**src/rtl/uart_rx_pkg.sv**
```systemverilog
// Shared UART definitions used by the receiver and the transmitter.
package uart_rx_pkg;

    // 50 MHz system clock, 115200 baud
    localparam int unsigned UART_CLKS_PER_BIT = 434;

    typedef enum logic [2:0] {
        ST_IDLE      = 3'd0,
        ST_START     = 3'd1,
        ST_DATA      = 3'd2,
        ST_STOP      = 3'd3,
        ST_WAIT_HIGH = 3'd4
    } uart_state_e;

    // Baud count at which the start bit is re-checked (middle of the bit)
    function automatic logic [15:0] uart_half_bit(input int unsigned cpb);
        return 16'((cpb - 1) / 2);
    endfunction

    // Baud count at which data and stop bits are sampled
    function automatic logic [15:0] uart_last_cnt(input int unsigned cpb);
        return 16'(cpb - 1);
    endfunction

endpackage

```
**src/rtl/uart_rx_if.sv**
```systemverilog
// Consumer-side bus of the UART receiver: byte, handshake and status flags.
interface uart_rx_if;
    logic [7:0] rx_data;
    logic       rx_valid;
    logic       rx_ready;
    logic       rx_busy;
    logic       framing_err;
    logic       overrun;

    modport master (
        output rx_data, rx_valid, rx_busy, framing_err, overrun,
        input  rx_ready
    );

    modport slave (
        input  rx_data, rx_valid, rx_busy, framing_err, overrun,
        output rx_ready
    );
endinterface

```
**src/rtl/uart_rx_sync_2ff.sv**
```systemverilog
// Two-flop synchronizer with a configurable reset value; also used on the CPU reset path.
module sync_2ff #(
    parameter logic RST_VAL = 1'b1
) (
    input  logic clock,
    input  logic rst_n,
    input  logic d,
    output logic q
);

    logic meta;

    // Two back-to-back flops resolve metastability on the asynchronous input
    always_ff @(posedge clock or negedge rst_n) begin
        if (!rst_n) begin
            meta <= RST_VAL;
            q    <= RST_VAL;
        end else begin
            meta <= d;
            q    <= meta;
        end
    end

endmodule

```
**src/rtl/uart_rx.sv**
```systemverilog
// 8N1 UART receiver: start-bit validation, mid-bit sampling, one-byte holding register.
module uart_rx
    import uart_rx_pkg::*;
#(
    parameter int unsigned CLKS_PER_BIT = UART_CLKS_PER_BIT
) (
    input  logic        clock,
    input  logic        rst_n,
    input  logic        ena,
    input  logic        rx,
    uart_rx_if.master   bus
);

    localparam logic [15:0] HALF_CNT = uart_half_bit(CLKS_PER_BIT);
    localparam logic [15:0] LAST_CNT = uart_last_cnt(CLKS_PER_BIT);

    uart_state_e state;
    logic [15:0] baud_cnt;
    logic [2:0]  bit_idx;
    logic [7:0]  shreg;
    logic [7:0]  data_q;
    logic        valid_q;
    logic        busy_q;
    logic        fe_q;
    logic        ovr_q;
    logic        rx_s;

    sync_2ff #(.RST_VAL(1'b1)) u_sync (
        .clock (clock),
        .rst_n (rst_n),
        .d     (rx),
        .q     (rx_s)
    );

    // Receive FSM, holding register and status flags, all registered
    always_ff @(posedge clock or negedge rst_n) begin
        if (!rst_n) begin
            state    <= ST_IDLE;
            baud_cnt <= '0;
            bit_idx  <= '0;
            shreg    <= '0;
            data_q   <= '0;
            valid_q  <= 1'b0;
            busy_q   <= 1'b0;
            fe_q     <= 1'b0;
            ovr_q    <= 1'b0;
        end else begin
            fe_q  <= 1'b0;
            ovr_q <= 1'b0;
            // Consumption; a byte completing this cycle overrides it below
            if (valid_q && bus.rx_ready)
                valid_q <= 1'b0;

            if (state != ST_IDLE && !ena) begin
                // Disable aborts the frame silently; the holding register is kept
                state    <= ST_IDLE;
                busy_q   <= 1'b0;
                baud_cnt <= '0;
                bit_idx  <= '0;
            end else begin
                case (state)
                    ST_IDLE: begin
                        if (!rx_s && ena) begin
                            state    <= ST_START;
                            busy_q   <= 1'b1;
                            baud_cnt <= '0;
                        end
                    end
                    ST_START: begin
                        if (baud_cnt == HALF_CNT) begin
                            baud_cnt <= '0;
                            bit_idx  <= '0;
                            if (!rx_s) begin
                                state <= ST_DATA;
                            end else begin
                                // Line went high again: a glitch, not a start bit
                                state  <= ST_IDLE;
                                busy_q <= 1'b0;
                            end
                        end else begin
                            baud_cnt <= baud_cnt + 16'd1;
                        end
                    end
                    ST_DATA: begin
                        if (baud_cnt == LAST_CNT) begin
                            baud_cnt       <= '0;
                            shreg[bit_idx] <= rx_s;
                            bit_idx        <= bit_idx + 3'd1;
                            if (bit_idx == 3'd7)
                                state <= ST_STOP;
                        end else begin
                            baud_cnt <= baud_cnt + 16'd1;
                        end
                    end
                    ST_STOP: begin
                        if (baud_cnt == LAST_CNT) begin
                            baud_cnt <= '0;
                            bit_idx  <= '0;
                            if (rx_s) begin
                                state  <= ST_IDLE;
                                busy_q <= 1'b0;
                                if (!valid_q || bus.rx_ready) begin
                                    data_q  <= shreg;
                                    valid_q <= 1'b1;
                                end else begin
                                    ovr_q <= 1'b1;
                                end
                            end else begin
                                fe_q  <= 1'b1;
                                state <= ST_WAIT_HIGH;
                            end
                        end else begin
                            baud_cnt <= baud_cnt + 16'd1;
                        end
                    end
                    ST_WAIT_HIGH: begin
                        // Ride out a break until the line returns to idle
                        if (rx_s) begin
                            state  <= ST_IDLE;
                            busy_q <= 1'b0;
                        end
                    end
                    default: begin
                        state  <= ST_IDLE;
                        busy_q <= 1'b0;
                    end
                endcase
            end
        end
    end

    assign bus.rx_data     = data_q;
    assign bus.rx_valid    = valid_q;
    assign bus.rx_busy     = busy_q;
    assign bus.framing_err = fe_q;
    assign bus.overrun     = ovr_q;

endmodule

```
**src/flat_wrapper.sv**
```systemverilog
// flat-port wrapper written by rule: the top's interface ports become plain ports
module uart_rx_flat import uart_rx_pkg::*;
#(
    parameter int unsigned CLKS_PER_BIT = UART_CLKS_PER_BIT
)
  (clock, rst_n, ena, rx, bus_rx_data, bus_rx_valid, bus_rx_busy, bus_framing_err, bus_overrun, bus_rx_ready);
  uart_rx_if bus_i ();
  input  logic clock;
  input  logic rst_n;
  input  logic ena;
  input  logic rx;
  output wire logic [$bits(bus_i.rx_data)-1:0] bus_rx_data;
  output wire logic [$bits(bus_i.rx_valid)-1:0] bus_rx_valid;
  output wire logic [$bits(bus_i.rx_busy)-1:0] bus_rx_busy;
  output wire logic [$bits(bus_i.framing_err)-1:0] bus_framing_err;
  output wire logic [$bits(bus_i.overrun)-1:0] bus_overrun;
  input wire logic [$bits(bus_i.rx_ready)-1:0] bus_rx_ready;
  assign bus_rx_data = bus_i.rx_data;
  assign bus_rx_valid = bus_i.rx_valid;
  assign bus_rx_busy = bus_i.rx_busy;
  assign bus_framing_err = bus_i.framing_err;
  assign bus_overrun = bus_i.overrun;
  assign bus_i.rx_ready = bus_rx_ready;
  uart_rx #(.CLKS_PER_BIT(CLKS_PER_BIT)) u_core (.clock(clock), .rst_n(rst_n), .ena(ena), .rx(rx), .bus(bus_i));
endmodule
```
**config.mk**
```make
export PLATFORM = sky130hd
export DESIGN_NAME = uart_rx_flat
export DESIGN_NICKNAME = d
export VERILOG_FILES = /design/src/rtl/uart_rx_pkg.sv /design/src/rtl/uart_rx_if.sv /design/src/rtl/uart_rx_sync_2ff.sv /design/src/rtl/uart_rx.sv /design/src/flat_wrapper.sv
export SDC_FILE = /design/constraint.sdc
export NUM_CORES = 1
export LEC_CHECK = 0
export ABC_AREA = 1
export BUFFER_PORTS_ARGS = -buffer_cell sky130_fd_sc_hd__buf_2
export CAP_MARGIN = 5
export CORE_ASPECT_RATIO = 0.9
export CORE_UTILIZATION = 40
export DETAILED_ROUTE_END_ITERATION = 7
export PLACE_DENSITY = 0.68
export SYNTH_ARGS = -nofsm -noshare
export SYNTH_HDL_FRONTEND = slang
export SYNTH_SLANG_ARGS = --single-unit
```
**constraint.sdc**
```tcl
create_clock -name clock -period 2 [get_ports clock]
set_input_delay 0.2 -clock clock [delete_from_list [all_inputs] [get_ports clock]]
set_output_delay 0.2 -clock clock [all_outputs]
set_load 0.03 [all_outputs]
```
# [Word-level counts from Yosys, hierarchy flattened]
# Index checks and enable logic that the tools add are counted.
# W data, S select, Z words.
[op_classes] bitwise_logic=1 mux=44 eq_ne=14 n_reduce_logical=19 addsub=2 n_lt_le_gt_ge=2
[op_table] op="$mux W16" count=4
[op_table] op="$pmux W16 S3" count=1
[op_table] op="$mux W3" count=12
[op_table] op="$mux W1" count=21
[op_table] op="$add A16 B1 Y16 const B" count=1
[op_table] op="$eq A16 B8 Y1 const B" count=1
[op_table] op="$eq A16 B9 Y1 const B" count=1
[op_table] op="$ne A3 B1 Y1 const B" count=5
[op_table] op="$pmux W3 S5" count=1
[op_table] op="$pmux W3 S3" count=1
[op_table] op="$bwmux W8" count=1
[op_table] op="$reduce_and A4 Y1" count=2
[op_table] op="$reduce_bool A4 Y1" count=2
[op_table] op="$eq A3 B2 Y1 const B" count=2
[op_table] op="$eq A3 B3 Y1 const B" count=2
[op_table] op="$reduce_and A6 Y1" count=1
[op_table] op="$pmux W1 S5" count=1
[op_table] op="$reduce_and A5 Y1" count=1
[op_table] op="$logic_and A1 B1 Y1" count=4
[op_table] op="$lt A3 B4 Y1 const B" count=1
[op_table] op="$add A3 B1 Y3 const B" count=1
[op_table] op="$demux W1 S3" count=1
[op_table] op="$eq A3 B1 Y1 const B" count=1
[op_table] op="$ge A3 B1 Y1 const B" count=1
[op_table] op="11 further kinds" count=13
[totals] output_inout_bits=12 elab_cells=93 reg_bits=44 input_bits=5

# [Logic depth before layout (Yosys ltp)]
# Gate-level depths: netlist of run 1.
[depth] word_depth=7 mapped_depth=11 mapped_depth_nobuf=11

# [Hierarchy]
# From an unflattened synthesis of run 1, not the netlist that was laid out.
[hier_totals] hier_cells=357 area_unflattened_um2=2605.0
[by_module_without_submodules] module="uart_rx" cells_each=355 instances=1 area_each_um2=2552.4
[by_module_without_submodules] module="sync_2ff" cells_each=2 instances=1 area_each_um2=52.6

# [Worst setup path after synthesis of run 1]
# No wires, ideal clock.
[synth_path] kind="register to register" from="register u_core.baud_cnt[1]" to="register u_core.baud_cnt[13]" slack_ps=481 stages_incl_launch_ff=11 required_ps=1874 arrival_time_ps=1392 synth_period_minus_slack_ps=1519 path_cell_list="dfrtp_1 inv_1 ha_1 nand3_1 nor2_1 nand2_2 nand2_1 nand2_1 nand2_1 buf_4 o22ai_1"
[synth_via] elab_chain_len=4
[synth_rtl] item="start, declared" line="uart_rx.sv:18" rtl="logic [15:0] baud_cnt;"
[synth_rtl] item="start signal, assigned" line="uart_rx.sv:81" rtl="baud_cnt <= baud_cnt + 16'd1;"
[synth_rtl] item="start signal, assigned" line="uart_rx.sv:92" rtl="baud_cnt <= baud_cnt + 16'd1;"
[synth_rtl] item="start signal, assigned" line="uart_rx.sv:113" rtl="baud_cnt <= baud_cnt + 16'd1;"
[synth_rtl] item="$add A16 B1 Y16, or another cell as far along" line="uart_rx.sv:81, uart_rx.sv:92, uart_rx.sv:113"
[synth_rtl] item="$mux W16, on equally long branches" line="uart_rx.sv:85, uart_rx.sv:96, uart_rx.sv:70"
[synth_rtl] item="$pmux W16 S3 (*)" line="uart_rx.sv:61" rtl="case (state)"
[synth_rtl] item="$mux W16 (*)" line="uart_rx.sv:54" rtl="if (state != ST_IDLE && !ena) begin"
# Mark *: on every way between the ends. The rest lies on a longest branch, timed or not.
# A chain may end at the register's enable or synchronous reset.

# [Worst setup path in the final report of run 1]
[layout_path] from="register u_core.baud_cnt[1]" to="register u_core.baud_cnt[14]"
# Same word-level chain as after synthesis.

==> impl_results.md, run 1 <==
* GPL Wtd Cong at 0.875
* Post-route DRC at 0
* PwrDens at 857 nW/um^2
* Max-slew headroom at 57.7%
* Global-route wire length before repair at 8820 um
* Type of element capturing the critical path: flop
* Final-layout worst hold slack at 0.273 ns
* Routed via count divided by cell count at 4.94
* Cell depth of the worst hold path at 3
* Type of the most critical hold path: in -> reg
* Leading cell type in the layout, fill and taps excluded: nand2_1
* Netlist Area Pre-Place at 2490 sq um
* Remaining number of nets flagged by the antenna check after routing at 0
* Worst setup slack for register-to-register paths at 0.23 ns
* Proportion of synthesized chip area in sequential cells at 44.3%
* F_max at 566 MHz
* Clock period minus final worst setup slack at 1.77 ns
* Worst-path clk slew at 0.09 ns
* DPL Wire Length at 3680 um
* Vias at 2,136
* Post-place instance area at 2670 sq um
* Number of standard cells in the final layout excluding fillers at 432
* Count of routing violations after the opening detailed-route iteration at 137
* Highest-count cells in the layout ignoring fill and taps: nand2_1, inv_1, dfrtp_1
* Biggest area consumer among synthesized cells: dfrtp_1
* Final cycle utilization of the critical path at 88.3%
* Clk Latency, worst-skew pair at 0.31 ns
* LEAKAGE at 1.44 nW
* Initial antenna violation count at 0
* Total Routing Usage GR at 17.0%
* Die Span X at 85.1 um
* Average detailed-routed wire length per instance at 11.6 um
* Post-route standard cell area excluding fillers at 2810 sq um
* Buffers from clock root to sink, at most at 2
* Final Slew Violations at 0
* Final Net Count at 371
* Overall power of the completed layout at 2.41 mW
* DIE HEIGHT at 76.8 um
* Synthesized net count at 345
* Vias in the first global route at 1,999
* Worst setup skew after layout at 0.00324 ns
* Std-Cell Rows at 26
* TritonCTS clock tree: built
* Gate Count Post-Synth at 335
* Final number of setup-violating endpoints at 0
* Number of H-tree branching levels at 2
* Sum of negative setup slack at 0 ns
* Yosys Warn Count at 0
* Top cells by area, synth: dfrtp_1, nand2_1, inv_1
* Post-detailed-routing wire length at 5030 um
* Final antenna diode count at 0
* Average instance area after synthesis at 7.43 sq um
* Library cells used by synthesis at 31
* Transition at the pin with the smallest max-transition slack at 0.631 ns
* Maximum number of pins on one net before global-route repair at 45
* Ports placed on the boundary at 17
* Clock Sink Count at 44
* Total die area at 6540 sq um
* Maximum VDD drop at 0.799 mV
* Count of maximum capacitance violations at 0
* Path type of the worst setup path: reg -> reg
* IO Port Bufs at 16
* Grt total ovfl at 0
* Fraction of post-synthesis cell area in the top cell type by area at 42.2%
* Worst Reg2Reg Path Length in Cells at 11
* Number of buffers inserted during clock tree synthesis at 5
* Core Footprint at 5820 sq um
* Critical Path AT at 1.97 ns
* Synthesis-to-layout area growth at 13.0%
* Maximum net fanout on the critical path at 11
* Total iterations of the first detailed-routing run at 4
* Worst setup SP type: flop
* Worst endpoint required time at 2.21 ns
* Post-placement cell count at 422
* Fraction of final layout cells sized beyond drive strength 1 at 15.7%
* Initial Util at 42.7%
* Setup repair after global routing missed its margin: no
* Register bit total from synthesis at 44
* Clock root buffer: clkbuf_8
* Final hold violation count at 0
* Status: complete, no violations
power breakdown:
part           total [mW]  internal [mW]  switching, mW
Combinational       0.701          0.189          0.512
Clock               0.709          0.376          0.333
Sequential           1.00          0.942         0.0584
Total                2.41           1.51          0.903
metrics by stage:
stage,setup slack [ns],util [%]
after floorplan,0.481,-
after global placement,0.194,45.8
after detailed placement,0.131,45.8
after CTS,0.117,48.2
after global routing,0.0331,48.3
final,0.234,48.3
what timing repair did:
action	in CTS	in global routing
gates resized for setup	0	2
buffers inserted	0	0
hold endpoints to repair	43	0
hold buffers	2	0
setup endpoints to repair	0	18
synth_stat cells, drive strengths merged:
cell type	n
nor3	6
xor2	4
a21oi	8
nor2	41
nand2	103
dfstp	2
a31oi	1
nand4	6
inv	53
ha	5
o22ai	2
or2	1
clkbuf	1
o21ai	24
buf	4
o31ai	2
dfrtp	42
xnor2	1
nand3	27
o2111ai	2
cell type report:
cell class	count	area (sq um)
Tap cell	70	87.6
Timing Repair Buffer	24	145
Inverter	53	199
Clock inverter	3	46.3
Clock buffer	5	68.8
Multi-Input combinational cell	233	1160
Fill cell	583	3010
Sequential cell	44	1100
layer usage:
layer | routed length (um) | GRT usage [%] | part of all wire [%]
met1 | 2540 | 22.9 | 50
met2 | 2170 | 26.3 | 43
met3 | 239 | 4.84 | 4.8
met4 | 78 | 5.93 | 1.6
met5 | 0 | 0 | 0
sequential cells by signal, indices dropped and copies added, names as in the netlist, 3 cells and up:
| register | cells |
|---|---|
| u_core.baud_cnt | 16 |
| u_core.bus.rx_data | 8 |
| u_core.shreg | 8 |
| u_core.bit_idx | 3 |
| u_core.state | 3 |
path summary, 6_finish.rpt:
path / startpoint / to
worst max-delay path: u_core.baud_cnt[1] / u_core.baud_cnt[14]
min in group asynchronous: rst_n / u_core.baud_cnt[4]
worst max register to register: u_core.baud_cnt[1] / u_core.baud_cnt[14]
max in group asynchronous: rst_n / u_core.u_sync.meta
worst min-delay path: ena / u_core.state[2]
worst min register to register: u_core.u_sync.meta / u_core.u_sync.q
critical path: stages, from the launching register on:
cell     delay [ns]
dfrtp_1        0.41
inv_1          0.12
ha_1           0.16
nand3_1        0.07
nor2_1         0.16
nand2_2        0.16
nand2_1        0.09
nand2_1        0.10
nand2_2        0.23
nor2_1         0.07
nand2_1        0.06
nand2_1        0.04
cell families (layout without fill, tap and decap cells):
kind of cell | Yosys count | in the layout | synth area share [%]
simple gates | 184 | 184 | 33.3
buf+inv | 58 | 85 | 9.30
flops | 44 | 44 | 44.3
compound gates | 39 | 39 | 8.80
fa+ha+maj | 5 | 5 | 2.51
xor+xnor | 5 | 5 | 1.76
Note: power is estimated with default switching activity, not from simulation.
==> run 2: changes to the inputs <==
Settings changed: MAX_ROUTING_LAYER set to met4.
==> run 2 against run 1 <==
Net effect: combinational power hardly changed; cell count stayed put; core utilization stayed put; non-clock buffer count stayed put.
==> impl_results.md, run 2 (synthesized netlist as in run 1, its figures left out) <==
* Global-route wire length before repair at 8830 um (was 8820 um)
* Worst Reg2Reg Path Length in Cells at 11 (unchanged)
* Buffers from clock root to sink, at most at 2 (unchanged)
* Final antenna diode count at 0 (unchanged)
* Post-detailed-routing wire length at 5000 um (was 5030 um)
* Transition at the pin with the smallest max-transition slack at 0.631 ns (unchanged)
* Total die area at 6540 sq um (unchanged)
* Clock root buffer: clkbuf_8 (unchanged)
* Met2 Wirelength at 2150 um (was 2170 um)
* Initial antenna violation count at 0 (unchanged)
* Final Slew Violations at 0 (unchanged)
* Wire length on met1 at 2550 um (was 2540 um)
* Type of element capturing the critical path: flop (unchanged)
* Count of routing violations after the opening detailed-route iteration at 137 (unchanged)
* Clock period minus final worst setup slack at 1.76 ns (was 1.77 ns)
* Top register by number of flip-flops: u_core.baud_cnt (unchanged)
* Clock Sink Count at 44 (unchanged)
* Final number of setup-violating endpoints at 0 (unchanged)
* LEAKAGE at 1.44 nW (unchanged)
* Launching instance or port of the critical path: u_core.baud_cnt[1] (unchanged)
* Final hold violation count at 0 (unchanged)
* Maximum net fanout on the critical path at 11 (unchanged)
* Max FFs per register at 16 (unchanged)
* Worst setup slack for register-to-register paths at 0.24 ns (was 0.23 ns)
* Worst-path clk slew at 0.09 ns (about the same)
* Std-Cell Rows at 26 (unchanged)
* Max-slew headroom at 57.7% (unchanged)
* Top layer reached by signal wires: met4 (unchanged)
* Final Net Count at 371 (unchanged)
* F_max at 568 MHz (was 566 MHz)
* Synthesis-to-layout area growth at 13.0% (unchanged)
* Routed via count divided by cell count at 4.93 (was 4.94)
* Initial Util at 42.7% (unchanged)
* Vias in the first global route at 1,999 (unchanged)
* Worst flop-to-flop path endpoint: u_core.baud_cnt[14] (unchanged)
* Setup repair after global routing missed its margin: no (unchanged)
* Critical Path AT at 1.97 ns (about the same)
* DIE HEIGHT at 76.8 um (unchanged)
* Count of maximum capacitance violations at 0 (unchanged)
* Worst setup skew after layout at 0.00219 ns (was 0.00324 ns)
* Post-CTS Repair Setup Buffers at 0 (unchanged)
* IO Port Bufs at 16 (unchanged)
* Multi-input gate area at 1160 sq um (unchanged)
* Final cycle utilization of the critical path at 88.0% (was 88.3%)
* Path type of the worst setup path: reg -> reg (unchanged)
* Status: complete, no violations (unchanged)
* Type of the most critical hold path: in -> reg (unchanged)
* Worst setup SP type: flop (unchanged)
* Ports placed on the boundary at 17 (unchanged)
* Number of H-tree branching levels at 2 (unchanged)
* Core Footprint at 5820 sq um (unchanged)
* PwrDens at 858 nW/um^2 (was 857 nW/um^2)
* Leading cell type in the layout, fill and taps excluded: nand2_1 (unchanged)
* Remaining number of nets flagged by the antenna check after routing at 0 (unchanged)
* Grt total ovfl at 0 (unchanged)
* Highest-count cells in the layout ignoring fill and taps: nand2_1, inv_1, dfrtp_1 (unchanged)
* Vias at 2,131 (was 2,136)
* Worst flop-to-flop path startpoint: u_core.baud_cnt[1] (unchanged)
* Fraction of final layout cells sized beyond drive strength 1 at 15.7% (unchanged)
* Post-route DRC at 0 (unchanged)
* Clk Latency, worst-skew pair at 0.31 ns (about the same)
* Number of buffers inserted during clock tree synthesis at 5 (unchanged)
* Maximum VDD drop at 0.801 mV (was 0.799 mV)
* Fillers at 583 (unchanged)
* Routed wl met3 at 219 um (was 239 um)
* PnR worst setup slack at 0.240 ns (was 0.234 ns)
* Average detailed-routed wire length per instance at 11.6 um (about the same)
* Die Span X at 85.1 um (unchanged)
* DPL Wire Length at 3680 um (unchanged)
* Total iterations of the first detailed-routing run at 4 (unchanged)
* Post-placement worst setup slack at 0.131 ns (unchanged)
* Maximum number of pins on one net before global-route repair at 45 (unchanged)
* GPL Wtd Cong at 0.890 (was 0.875)
* Total Routing Usage GR at 17.6% (was 17.0%)
* Destination of the critical timing path: u_core.baud_cnt[14] (unchanged)
* TritonCTS clock tree: built (unchanged)
* Sum of negative setup slack at 0 ns (unchanged)
* Worst endpoint required time at 2.21 ns (about the same)
* Sequential cell area at 1100 sq um (unchanged)
[run 2: cell counts in the layout (fill, tap and decap cells not counted)]
Identical to the previous run, type by type.
[run 2: final cells by class]
| cell class | count | area share (%) |
|---|---|---|
| clock inverters | 3 | 1.65 |
| inverters | 53 | 7.08 |
| well taps | 70 | 3.12 |
| repair buffers | 24 | 5.16 |
| multi-input cells | 233 | 41.3 |
| flip-flops and latches | 44 | 39.3 |
| clock buffers | 5 | 2.45 |
[run 2: worst max-delay path: stages, from the launching register on]
cell and delay [ns]:
dfrtp_1 0.41, inv_1 0.12, ha_1 0.16, nand3_1 0.07
nor2_1 0.16, nand2_2 0.16, nand2_1 0.09, nand2_1 0.10
nand2_2 0.22, nor2_1 0.07, nand2_1 0.06, nand2_1 0.04
[run 2: timing repair]
item                       in CTS  in global routing
hold endpoints to repair       43                  0
setup endpoints to repair       0                 18
resized for setup               0                  2
hold buffers                    2                  0
[run 2: worst min path at each step]
stage	to	startpoint	depth (start not counted)	slack, ns
2_1_floorplan	u_core.baud_cnt[0]	rst_n	0	-0.1
3_5_place_dp	u_core.baud_cnt[4]	rst_n	2	0.31
3_3_place_gp	u_core.baud_cnt[4]	rst_n	2	0.31
4_1_cts	u_core.state[2]	ena	3	0.26
5_1_grt	u_core.state[2]	ena	3	0.27
6_report	u_core.state[2]	ena	3	0.27
[run 2: per-layer routing]
metal | up-vias | GRT usage (%)
met5 | - | -
met2 | 49 | 26.3
met3 | 9 | 4.84
li1 | 1107 | -
met4 | 0 | 5.93
met1 | 966 | 22.9
[run 2: metrics by stage]
stage / hold WS [ns] / total power [mW] / instances / area (sq um) / utilization (%)
2_1_floorplan: -0.0956 / 1.56 / 335 / 2490 / -
3_5_place_dp: 0.307 / 1.71 / 422 / 2670 / 45.8
4_1_cts: 0.261 / 2.43 / 432 / 2800 / 48.2
6_report: 0.270 / 2.41 / 432 / 2810 / 48.3
5_1_grt: 0.271 / 2.58 / 432 / 2810 / 48.3
3_3_place_gp: 0.307 / 1.70 / 422 / 2670 / 45.8
[run 2: report_power, final]
| part | internal, mW | switching (mW) | total, mW |
|---|---|---|---|
| Sequential | 0.942 | 0.0580 | 1.00 |
| Combinational | 0.189 | 0.509 | 0.699 |
| Clock | 0.376 | 0.337 | 0.713 |
==> run 3: changes to the inputs <==
Settings changed: CELL_PAD_IN_SITES_DETAIL_PLACEMENT set to 1, CELL_PAD_IN_SITES_GLOBAL_PLACEMENT set to 2, CORE_UTILIZATION 40 to 35, PLACE_DENSITY 0.68 to 0.9, SYNTH_HIERARCHICAL set to 1.
==> run 3 against run 2 <==
Net effect: sequential share of layout area fell by 2.6 points; count of clock-buffer cells in the layout did not move; combinational power is 38% higher; power up 13%; global-route usage is 2.7 points higher; register-to-register slack is essentially flat; sequential cell count did not move; synthesized cell count increased by 6.6%; hold slack got worse by 0.0050 ns; wire length up 39%; largest power group unchanged.
==> impl_results.md, run 3 <==
* Grt total ovfl at 0 (unchanged)
* Worst setup slack for register-to-register paths at 0.23 ns (was 0.24 ns)
* Total die area at 7790 sq um (was 6540 sq um)
* Final Net Count at 395 (was 371)
* Vias in the first global route at 2,471 (was 1,999)
* Average instance area after synthesis at 7.30 sq um (was 7.43 sq um)
* GPL Wtd Cong at 0.848 (was 0.890)
* Worst setup skew after layout at 0.00760 ns (was 0.00219 ns)
* Worst flop-to-flop path endpoint: u_core/shreg[5] (was u_core.baud_cnt[14])
* Fraction of post-synthesis cell area in the top cell type by area at 40.3% (was 42.2%)
* Clock Sink Count at 44 (unchanged)
* Number of H-tree branching levels at 2 (unchanged)
* DIE HEIGHT at 83.8 um (was 76.8 um)
* Buffers from clock root to sink, at most at 2 (unchanged)
* Transition at the pin with the smallest max-transition slack at 0.556 ns (was 0.631 ns)
* Final number of setup-violating endpoints at 0 (unchanged)
* Remaining number of nets flagged by the antenna check after routing at 0 (unchanged)
* Fraction of registers with async set or reset after synthesis at 100% (unchanged)
* Maximum net fanout on the critical path at 10 (was 11)
* Clock period minus final worst setup slack at 1.77 ns (was 1.76 ns)
* Most frequently used cell type in the post-synthesis netlist: nand2_1 (unchanged)
* Worst setup SP type: flop (unchanged)
* Launching instance or port of the critical path: u_core/state[2] (was u_core.baud_cnt[1])
* Synthesized net count at 367 (was 345)
* Average detailed-routed wire length per instance at 14.5 um (was 11.6 um)
* Worst flop-to-flop path startpoint: u_core/state[2] (was u_core.baud_cnt[1])
* Status: complete, no violations (unchanged)
* IO Port Bufs at 16 (unchanged)
* Clock root buffer: clkbuf_8 (unchanged)
* PwrDens at 907 nW/um^2 (was 858 nW/um^2)
* Count of routing violations after the opening detailed-route iteration at 99 (was 137)
* Type of element capturing the critical path: flop (unchanged)
* Worst-path clk slew at 0.09 ns (about the same)
* Fraction of power spent switching nets at 40.0% (was 37.5%)
* Worst Reg2Reg Path Length in Cells at 6 (was 11)
* Die Span X at 92.9 um (was 85.1 um)
* Sequential group share of total power at 38.5% (was 41.5%)
* Critical Path AT at 1.97 ns (about the same)
* Top register by number of flip-flops: u_core/baud_cnt (was u_core.baud_cnt)
* Max-slew headroom at 62.9% (was 57.7%)
* Core Footprint at 7110 sq um (was 5820 sq um)
* Std-Cell Rows at 29 (was 26)
* F_max at 563 MHz (was 568 MHz)
* Number of flops mapped to enable cells by yosys at 0 (unchanged)
* Netlist Area Pre-Place at 2600 sq um (was 2490 sq um)
* Setup repair after global routing missed its margin: no (unchanged)
* Count of maximum capacitance violations at 0 (unchanged)
* Switching power at 1.09 mW (was 0.904 mW)
* Sum of negative setup slack at 0 ns (unchanged)
* Final antenna diode count at 0 (unchanged)
* Maximum VDD drop at 0.452 mV (was 0.801 mV)
* Clk Latency, worst-skew pair at 0.30 ns (was 0.31 ns)
* Gate Count Post-Synth at 357 (was 335)
* Destination of the critical timing path: u_core/shreg[5] (was u_core.baud_cnt[14])
* Most used flip-flop cell after synthesis: dfrtp_1 (unchanged)
* TritonCTS clock tree: built (unchanged)
* Number of buffers inserted during clock tree synthesis at 5 (unchanged)
* Most used standard cells in the synthesized netlist: nand2_1, nor2_1, dfrtp_1 (was nand2_1, inv_1, dfrtp_1)
* Cells traversed along the worst timing path: nor2_1, nand3_1, nor2_2, nand3_1, nand2_1, nand2_1 (was inv_1, ha_1, nand3_1, nor2_1, nand2_2, nand2_1, nand2_1, nand2_2, nor2_1, nand2_1, nand2_1)
* Vias at 2,453 (was 2,131)
* Global-route wire length before repair at 12,100 um (was 8830 um)
* Routed via count divided by cell count at 5.12 (was 4.93)
* CP max stage delay at 0.46 ns (was 0.41 ns)
* Ports placed on the boundary at 17 (unchanged)
* Yosys Warn Count at 6 (was 0)
* Post-route DRC at 0 (unchanged)
* Path type of the worst setup path: reg -> reg (unchanged)
* Final hold violation count at 0 (unchanged)
* LEAKAGE at 1.52 nW (was 1.44 nW)
* DPL Wire Length at 5420 um (was 3680 um)
* Synthesis-to-layout area growth at 15.5% (was 13.0%)
* Internal power of the cells at 1.64 mW (was 1.51 mW)
* Initial antenna violation count at 0 (unchanged)
* Register bit total from synthesis at 44 (unchanged)
* Highest-count cells in the layout ignoring fill and taps: nand2_1, nor2_1, dfrtp_1 (was nand2_1, inv_1, dfrtp_1)
* Worst endpoint required time at 2.20 ns (was 2.21 ns)
* Leading cell type in the layout, fill and taps excluded: nand2_1 (unchanged)
* Top cells by area, synth: dfrtp_1, nand2_1, nor2_1 (was dfrtp_1, nand2_1, inv_1)
* Proportion of synthesized chip area in sequential cells at 42.4% (was 44.3%)
* Max FFs per register at 16 (unchanged)
* Total Routing Usage GR at 20.2% (was 17.6%)
* Type of the most critical hold path: in -> reg (unchanged)
* Cell at the slowest stage of the critical path: dfrtp_1 (unchanged)
* Final Slew Violations at 0 (unchanged)
* Final cycle utilization of the critical path at 88.7% (was 88.0%)
* Gate power share at 35.3% (was 29.0%)
* Initial Util at 36.6% (was 42.7%)
* Total iterations of the first detailed-routing run at 4 (unchanged)
* Clock network fraction of total power at 26.2% (was 29.6%)
* Biggest area consumer among synthesized cells: dfrtp_1 (unchanged)
* Library cells used by synthesis at 30 (was 31)
* Fraction of final layout cells sized beyond drive strength 1 at 15.3% (was 15.7%)
* Final Core Density at 42.3% (was 48.3%)
* Post-detailed-routing wire length at 6960 um (was 5000 um)
* Maximum number of pins on one net before global-route repair at 24 (was 45)
[run 3: cell count changes after synthesis, sizes merged, moves of 2 or more]
cell,change
o31ai,-2
nor3,-2
o21bai,+5
nand4,+20
nand2,+11
nor2,+14
o21ai,-14
buf,+2
inv,-18
[run 3: how the worst min path moves through the flow]
stage / start / end / slack [ns] / cells past startpoint
floorplan: rst_n / u_core/baud_cnt[0] / -0.1 / 0
global placement: rst_n / u_core/bus.rx_data[2] / 0.22 / 1
detailed placement: rst_n / u_core/bus.rx_data[2] / 0.23 / 1
CTS: ena / u_core/state[2] / 0.26 / 3
global route: ena / u_core/state[2] / 0.28 / 3
finish: ena / u_core/state[2] / 0.26 / 3
[run 3: critical path: cells and delay by family, from the launching register on]
family | cells | cell delay, ns
simple gates | 6 | 1.22
flops | 1 | 0.46
[run 3: repair_timing]
item | CTS | global route
hold buffers | 2 | 0
endpoints found under the hold margin | 21 | 0
setup endpoints to repair | 0 | 11
buffers inserted | 0 | 1
gates resized for setup | 0 | 6
[run 3: layout make-up]
cell class | instances | area (sq um)
Clock buffer | 5 | 68.8
Timing Repair Buffer | 29 | 195
Tap cell | 93 | 116
Fill cell | 910 | 4100
Sequential cell | 44 | 1100
Clock inverter | 3 | 46.3
Multi-Input combinational cell | 270 | 1350
Inverter | 35 | 131
[run 3: power groups by stage]
stage	registers [mW]	clock network, mW	logic [mW]
3_3_place_gp	1.06	0	0.895
3_5_place_dp	1.06	0	0.914
6_report	1.05	0.715	0.963
4_1_cts	1.05	0.746	0.919
5_1_grt	1.06	0.768	1.07
2_1_floorplan	1.03	0	0.615
[run 3: logic make-up (layout without fill, tap and decap cells)]
family                   Yosys count  count (layout)  synth area share [%]
adder cells (fa/ha/maj)            5               5                  2.40
AO/OA/AOI/OAI                     29              29                  6.87
AND/OR/NAND/NOR                  229             229                  39.3
XOR/XNOR                           7               7                  2.35
flip-flops                        44              44                  42.4
buffers and inverters             43              72                  6.72
[run 3: routing by layer]
metal / up-vias / GRT usage, % / part of all wire [%] / wire length, um
met5: - / - / 0 / 0
met4: 0 / 5.17 / 1.0 / 72
met3: 9 / 3.19 / 2.6 / 182
met2: 37 / 31.5 / 45 / 3150
met1: 1185 / 27.4 / 51 / 3560
li1: 1222 / - / - / -
[run 3: stage by stage]
step           hold WS [ns]  cell area (sq um)  instances  total power [mW]  worst slack [ns]
3_3_place_gp          0.222               2850        468              1.96             0.245
3_5_place_dp          0.231               2850        468              1.98             0.146
6_report              0.265               3010        479              2.73             0.225
2_1_floorplan       -0.0956               2610        357              1.65             0.476
5_1_grt               0.280               3010        479              2.90            0.0425
4_1_cts               0.263               2980        478              2.71             0.138
